==> config.mk <==
export PLATFORM = sky130hd
export DESIGN_NAME = scoreboard_ctrl
export DESIGN_NICKNAME = d
export VERILOG_FILES = /design/src/rtl/scoreboard_pkg.sv /design/src/rtl/score_rr_arbiter.sv /design/src/rtl/scoreboard_ctrl.sv
export SDC_FILE = /design/constraint.sdc
export NUM_CORES = 1
export LEC_CHECK = 0
export BUFFER_PORTS_ARGS = -buffer_cell sky130_fd_sc_hd__buf_2
export CORE_MARGIN = 2
export CORE_UTILIZATION = 45
export DETAILED_ROUTE_END_ITERATION = 8
export HOLD_SLACK_MARGIN = 0.1
export SLEW_MARGIN = 20
export SYNTH_ARGS = -nofsm -noshare
export SYNTH_HDL_FRONTEND = slang
export SYNTH_HIERARCHICAL = 1
export SYNTH_SLANG_ARGS = --single-unit
==> constraint.sdc <==
create_clock -name clk_1khz_i -period 4.4 [get_ports clk_1khz_i]
set_input_delay 0.88 -clock clk_1khz_i [delete_from_list [all_inputs] [get_ports clk_1khz_i]]
set_output_delay 0.88 -clock clk_1khz_i [all_outputs]
set_load 0.01 [all_outputs]
==> src/rtl/scoreboard_pkg.sv <==
// Shared types and constants for the two-player score controller.
package scoreboard_pkg;

    localparam int unsigned SCORE_W       = 7;
    localparam int unsigned DEF_MAX_SCORE = 99;
    localparam int unsigned DEF_WIN_SCORE = 21;

    typedef enum logic {
        ST_PLAY = 1'b0,
        ST_OVER = 1'b1
    } state_e;

    typedef enum logic [1:0] {
        WIN_NONE = 2'b00,
        WIN_A    = 2'b01,
        WIN_B    = 2'b10
    } winner_e;

    typedef enum logic {
        PLR_A = 1'b0,
        PLR_B = 1'b1
    } player_e;

    typedef struct packed {
        logic    valid;
        player_e player;
        logic    up;
    } grant_t;

    // One saturating +1/-1 step within 0..max_s.
    function automatic logic [SCORE_W-1:0] sat_step(input logic [SCORE_W-1:0] s,
                                                    input logic               up,
                                                    input logic [SCORE_W-1:0] max_s);
        if (up) begin
            return (s >= max_s) ? s : s + SCORE_W'(1);
        end
        return (s == '0) ? s : s - SCORE_W'(1);
    endfunction

endpackage

==> src/rtl/score_rr_arbiter.sv <==
// Round-robin arbiter merging both players' up/down pulses onto one grant per cycle;
// a losing request is parked in a one-deep pending slot where the newest op wins.
module score_rr_arbiter
    import scoreboard_pkg::*;
(
    input  logic   clk_i,
    input  logic   rst_n_i,
    input  logic   en_i,
    input  logic   clear_i,
    input  logic   up_a_i,
    input  logic   down_a_i,
    input  logic   up_b_i,
    input  logic   down_b_i,
    output grant_t grant_c_o
);

    logic    pend_a_q, pend_a_d, pop_a_q, pop_a_d;
    logic    pend_b_q, pend_b_d, pop_b_q, pop_b_d;
    player_e last_q, last_d;
    logic    new_a, new_b, req_a, req_b, op_a, op_b;

    always_comb begin
        new_a     = up_a_i ^ down_a_i;
        new_b     = up_b_i ^ down_b_i;
        req_a     = pend_a_q | new_a;
        req_b     = pend_b_q | new_b;
        op_a      = new_a ? up_a_i : pop_a_q;
        op_b      = new_b ? up_b_i : pop_b_q;
        grant_c_o = '0;
        pend_a_d  = 1'b0;
        pend_b_d  = 1'b0;
        pop_a_d   = pop_a_q;
        pop_b_d   = pop_b_q;
        last_d    = last_q;

        if (clear_i) begin
            last_d = PLR_B;
        end else if (en_i) begin
            // A wins a conflict only when B was the last one served.
            if (req_a && (!req_b || last_q == PLR_B)) begin
                grant_c_o.valid  = 1'b1;
                grant_c_o.player = PLR_A;
                grant_c_o.up     = op_a;
            end else if (req_b) begin
                grant_c_o.valid  = 1'b1;
                grant_c_o.player = PLR_B;
                grant_c_o.up     = op_b;
            end
            if (grant_c_o.valid) begin
                last_d = grant_c_o.player;
            end
            pend_a_d = req_a && !(grant_c_o.valid && grant_c_o.player == PLR_A);
            pend_b_d = req_b && !(grant_c_o.valid && grant_c_o.player == PLR_B);
            if (new_a) pop_a_d = up_a_i;
            if (new_b) pop_b_d = up_b_i;
        end
    end

    always_ff @(posedge clk_i or negedge rst_n_i) begin
        if (!rst_n_i) begin
            pend_a_q <= 1'b0;
            pend_b_q <= 1'b0;
            pop_a_q  <= 1'b0;
            pop_b_q  <= 1'b0;
            last_q   <= PLR_B;
        end else begin
            pend_a_q <= pend_a_d;
            pend_b_q <= pend_b_d;
            pop_a_q  <= pop_a_d;
            pop_b_q  <= pop_b_d;
            last_q   <= last_d;
        end
    end

endmodule

==> src/rtl/scoreboard_ctrl.sv <==
// Two-player score controller: saturating scores, win detection and scheduling
// of which score the shared two-digit display shows.
module scoreboard_ctrl
    import scoreboard_pkg::*;
#(
    parameter int unsigned MAX_SCORE   = DEF_MAX_SCORE,
    parameter int unsigned WIN_SCORE   = DEF_WIN_SCORE,
    parameter int unsigned DISP_PERIOD = 2000
) (
    input  logic               clk_1khz_i,
    input  logic               rst_n_i,
    input  logic               up_a_i,
    input  logic               down_a_i,
    input  logic               up_b_i,
    input  logic               down_b_i,
    input  logic               clear_i,
    output logic [SCORE_W-1:0] score_a_o,
    output logic [SCORE_W-1:0] score_b_o,
    output logic [SCORE_W-1:0] disp_value_o,
    output logic               disp_sel_o,
    output logic [1:0]         winner_o,
    output logic               game_over_o
);

    localparam int unsigned TMR_W = (DISP_PERIOD > 1) ? $clog2(DISP_PERIOD) : 1;

    state_e             state_q, state_d;
    winner_e            winner_q, winner_d;
    logic [SCORE_W-1:0] score_a_q, score_a_d, score_b_q, score_b_d;
    logic [SCORE_W-1:0] gscore, stepped;
    logic [TMR_W-1:0]   timer_q, timer_d;
    logic               sel_q, sel_d;
    grant_t             grant;

    score_rr_arbiter u_arb (
        .clk_i     (clk_1khz_i),
        .rst_n_i   (rst_n_i),
        .en_i      (state_q == ST_PLAY),
        .clear_i   (clear_i),
        .up_a_i    (up_a_i),
        .down_a_i  (down_a_i),
        .up_b_i    (up_b_i),
        .down_b_i  (down_b_i),
        .grant_c_o (grant)
    );

    // Next-state, score update and display scheduling.
    always_comb begin
        state_d   = state_q;
        winner_d  = winner_q;
        score_a_d = score_a_q;
        score_b_d = score_b_q;
        timer_d   = timer_q;
        sel_d     = sel_q;
        gscore    = (grant.player == PLR_B) ? score_b_q : score_a_q;
        stepped   = sat_step(gscore, grant.up, SCORE_W'(MAX_SCORE));

        if (clear_i) begin
            state_d   = ST_PLAY;
            winner_d  = WIN_NONE;
            score_a_d = '0;
            score_b_d = '0;
            timer_d   = '0;
            sel_d     = 1'b0;
        end else if (state_q == ST_OVER) begin
            timer_d = '0;
        end else if (grant.valid) begin
            if (grant.player == PLR_B) score_b_d = stepped;
            else                       score_a_d = stepped;
            sel_d   = (grant.player == PLR_B);
            timer_d = '0;
            if (grant.up && stepped == SCORE_W'(WIN_SCORE)) begin
                state_d  = ST_OVER;
                winner_d = (grant.player == PLR_B) ? WIN_B : WIN_A;
            end
        end else if (timer_q == TMR_W'(DISP_PERIOD - 1)) begin
            timer_d = '0;
            sel_d   = ~sel_q;
        end else begin
            timer_d = timer_q + TMR_W'(1);
        end
    end

    always_ff @(posedge clk_1khz_i or negedge rst_n_i) begin
        if (!rst_n_i) begin
            state_q   <= ST_PLAY;
            winner_q  <= WIN_NONE;
            score_a_q <= '0;
            score_b_q <= '0;
            timer_q   <= '0;
            sel_q     <= 1'b0;
        end else begin
            state_q   <= state_d;
            winner_q  <= winner_d;
            score_a_q <= score_a_d;
            score_b_q <= score_b_d;
            timer_q   <= timer_d;
            sel_q     <= sel_d;
        end
    end

    assign score_a_o    = score_a_q;
    assign score_b_o    = score_b_q;
    assign disp_sel_o   = sel_q;
    assign winner_o     = winner_q;
    assign game_over_o  = (state_q == ST_OVER);
    assign disp_value_o = sel_q ? score_b_q : score_a_q;

endmodule

Word-level counts from Yosys, hierarchy flattened:

Index checks and enable logic that the tools add are counted.

* bits in registers: 34
* bits in latches: 0
* RAM bits: 0
* bits in read-only memories: 0
* bits of input ports: 7
* output and inout bits: 25
* logic and storage cells: 96
* memories kept: 0

* add/sub/neg operators: 3
* multiply operators: 0
* div/mod/pow operators: 0
* order comparisons: 1
* eq/ne operators: 4
* shifts and indexed selects: 0
* multiplexer cells: 47
* bitwise operators: 8
* reduce and logical (&&, ||, !) cells: 22

Operator list (count)
* 2-to-1 mux 7 bit: 14
* 2-to-1 mux 11 bit: 4
* 2-to-1 mux 1 bit: 18
* 2-to-1 mux 3 bit: 6
* adder 11 x 1 -> 11 bit, second input constant: 1
* equality test 11 bit, second input constant: 1
* 2-to-1 mux 2 bit: 5
* AND reduction 3 bit: 3
* nonzero test 2 bit: 4
* adder 7 x 1 -> 7 bit, second input constant: 1
* equality test 7 x 5 -> 1 bit, second input constant: 1
* greater-or-equal comparator 7 bit, second input constant: 1
* zero test 7 bit: 1
* subtractor 7 x 1 -> 7 bit, second input constant: 1
* logical AND 1 bit: 6
* AND reduction 2 bit: 3
* inequality test 2 bit, second input constant: 2
* inverter 1 bit: 4
* zero test 1 bit: 3
* nonzero test 3 bit: 1
* OR 1 bit: 2
* XOR 1 bit: 2
* logical OR 1 bit: 1

Logic depth before layout (Yosys ltp):

* depth after elaboration: 21
* gate-level depth with buffers: 15
* gate-level depth less buffers: 13

Hierarchy:

Netlist, hierarchy kept.

Modules (own cells, without submodules)
* scoreboard_ctrl: instances 1, cells an instance 204, area each 2014.4 um2
* score_rr_arbiter: instances 1, cells an instance 36, area each 312.8 um2

Worst setup path before layout:

No wires, ideal clock.

* kind: input port to flip-flop
* from: input up_a_i
* to: register winner_q[0] (netlist: winner_o[0])
* library setup time: 0.136 ns
* data arrival time: 3.523 ns
* data required time: 4.264 ns
* setup slack: 0.741 ns
* stages: 14
* buffers on the path: 2
* cell sequence: nor2b_4 or3_4 a21oi_2 buf_6 buf_12 mux2i_2 inv_1 ha_1 nand4b_1 a211oi_1 mux2_2 a2111o_1 o21ai_1 a21oi_1

RTL lines
* start: declaration: line scoreboard_ctrl.sv:12 `input logic up_a_i,`
* end signal: assignment: line scoreboard_ctrl.sv:94 `winner_q <= winner_d;`
* end: declaration: line scoreboard_ctrl.sv:28 `winner_e winner_q, winner_d;`

==> results.cfg <==
[synth]
synth_area_leader_cell = dfrtp_1
syn_area_um2 = 2330
yosys_warnings = 6
synthTopCellsByArea = dfrtp_1 (35%), mux2_2 (7.3%), nor2_1 (3.7%)
ys_seq_area_share_pct = 36.6
synth_top_family_by_area = simple AND/OR/NAND/NOR gates
async_flop_share_pct = 100
synth_compound_area_share_pct = 17.8
synth_mux_area_share_pct = 12.3
synth_simple_gate_area_share_pct = 21.4
synth.distinct_cells = 59
synth_top_area_share_pct = 35.5
ys_seq_elements = 34
synth-xor-area-share_pct = 5.65
syn_inst = 240
synthFlopType = dfrtp_1
synth_fa_ha_area_share_pct = 2.58
synth_nets = 251
syn_avg_cell_area_um2 = 9.70
synth_edf_count = 0

[power]
leakage_nw = 1.19
peakVddDrop_mv = 0.320
power.density_nw_per_um2 = 594

[setup_path]
end_kind = flip-flop
critical_path_class = in -> reg
crit_required_ns = 4.57
arrival_ns = 3.77
start_kind = input port
crit_fanout = 5

[flow_run]
maxCapViolCount = 0

[sta]
relSlewSlack_pct = 34.6
whs_ns = 0.459
tightestPinTransition_ns = 0.977
tns_ns = 0
fmax_mhz = 278
grt_setup_unrepaired = no
hold_viol = 0
setup_violations = 0
fin_crit_ns = 3.60
drv_slew = 0
fin_crit_sh_pct = 81.9
clock_skew_ns = 0.00393

[grt]
antenna_found_initial = 0
grt_pass1_vias = 1925
grt_start_max_net_pins = 35
grt_pass1_wl_mm = 9.46
grt.total_usage_pct = 20.7
grt-ovfl-total = 0

[final_layout]
final_cell_area_um2 = 2650
instances_no_fill = 347
fill_cells = 480
nets = 287
drive_gt1_share_pct = 26.4
area_growth_syn_to_layout_pct = 13.9
multi_input_area_um2 = 1390
diodes = 0
regArea_um2 = 852

[clock_tree]
path_clk_slew_ns = 0.07
cts_setup_buffers = 0
clk_latency_ns = 0.29
cts-htree-levels = 2
cts.sinks = 34
post_cts_resize_count = 0
cts_tree = built
clockBufferDepth = 2
root_buffer = clkbuf_8
cts_hold_buf = 0
cts_buffers = 5

[die]
die_w_um = 75.9
die_h_um = 75.9
rows = 26
dieArea_um2 = 5760
initial_core_util_pct = 46.2
pin_count = 32
core_um2 = 5040

[placed_design]
io_buffers = 31
place_inst = 339
gp_congestion = 0.867
dp_hpwl_mm = 3.92
place_area_um2 = 2560

[detailed_routing]
vias = 1959
first_iter_violations = 198
postRouteAntennaNets = 0
wl_mm = 5.59
wl_per_cell_um = 16.1
viasPerCell = 5.65
drc = 0
firstDrtPassIters = 4

[min_path]
min_path_type = reg -> reg

[status]
run_status = complete, no violations
[per-stage QoR]
stage,power [mW],setup slack [ns],util (%)
2_1_floorplan,1.06,0.741,-
3_3_place_gp,1.32,0.614,50.7
3_5_place_dp,1.32,0.547,50.7
4_1_cts,1.58,0.797,52.6
5_1_grt,1.69,0.566,52.6
6_report,1.58,0.797,52.6
[cells by family (layout without fill, tap and decap cells)]
group	Yosys count	count (layout)
buf+inv	16	53
compound gates	58	58
xor+xnor	15	15
simple gates	87	87
flops	34	34
mux	25	25
fa+ha+maj	5	5
[state kept, by name, indices dropped and copies added (netlist names)]
register	flops
timer_q	11
score_a_o	7
score_b_o	7
winner_o	2
disp_sel_o	1
game_over_o	1
u_arb/last_q	1
u_arb/pend_a_q	1
u_arb/pend_b_q	1
u_arb/pop_a_q	1
u_arb/pop_b_q	1
[layout by cell type (no fill, tap or decap), types with 2 or more instances in the layout]
cell type,netlist,final
mux2_2,15,15
o21ai_1,4,4
xnor2_1,8,8
nand4b_1,2,2
o31ai_1,5,5
o21ai_0,7,7
o21bai_1,3,3
nand4_1,3,3
a31oi_1,4,4
inv_1,8,8
nand2b_1,4,4
ha_1,4,4
o22ai_1,2,2
a22o_1,8,8
nor2_1,23,23
xor2_1,7,7
buf_4,0,5
clkbuf_8,0,6
and3_1,6,6
a211oi_1,4,4
dfrtp_1,33,33
nor2b_1,3,3
nor3b_1,2,2
buf_2,1,31
a21oi_1,12,12
mux2i_1,7,7
nand2_1,14,14
nor3_1,7,7
nand3_1,9,9
[synth_stat cells (3+ instances only)]
cell,count
nor2b_1,3
xnor2_1,8
xor2_1,7
nand2_1,14
clkbuf_1,4
mux2i_1,7
o21ai_1,4
a22o_1,8
and3_1,6
nand4_1,3
o21bai_1,3
nor2_1,23
o31ai_1,5
dfrtp_1,33
inv_1,8
mux2_2,15
a211oi_1,4
nor3_1,7
nand3_1,9
a21oi_1,12
a31oi_1,4
nand2b_1,4
ha_1,4
o21ai_0,7
[path summary, 6_finish.rpt]
check	from	to	slack, ns	cells after the start
max	down_a_i	winner_o[1]$_DFFE_PN0P_	0.80	13
min	timer_q[0]$_DFF_PN0_	timer_q[0]$_DFF_PN0_	0.46	1
max reg2reg	game_over_o$_DFF_PN0_	winner_o[1]$_DFFE_PN0P_	0.96	13
min reg2reg	timer_q[0]$_DFF_PN0_	timer_q[0]$_DFF_PN0_	0.46	1
max in group asynchronous	rst_n_i	score_b_o[0]$_DFFE_PN0P_	3.25	1
min in group asynchronous	rst_n_i	u_arb/pop_a_q$_DFFE_PN0P_	0.66	1
[routing by layer]
layer	wire [µm]	GRT usage, %
met3	224	3.57
met1	2810	29.0
met2	2490	31.4
met5	0	0
met4	76	9.09
[power by group]
group	leakage (nW)	switching, mW	internal [mW]
Clock	0.0472	0.120	0.126
Combinational	0.690	0.432	0.366
Sequential	0.453	0.150	0.383
[worst max-delay path: stages]
cell	delay [ns]
buf_2	0.12
nor2b_1	0.15
or3_4	0.35
a21oi_2	0.27
mux2i_1	0.13
inv_1	0.12
ha_1	0.23
nand4b_1	0.14
a211oi_1	0.34
mux2_2	0.42
a2111o_1	0.37
o21ai_1	0.15
a21oi_1	0.08
[final cells by class]
type	count	area share [%]
multi-input cells	190	52.4
flip-flops and latches	34	32.1
repair buffers	36	7.27
well taps	70	3.30
clock buffers	6	3.11
inverters	9	1.27
clock inverters	2	0.472
Power figures use the tool's default switching activity.
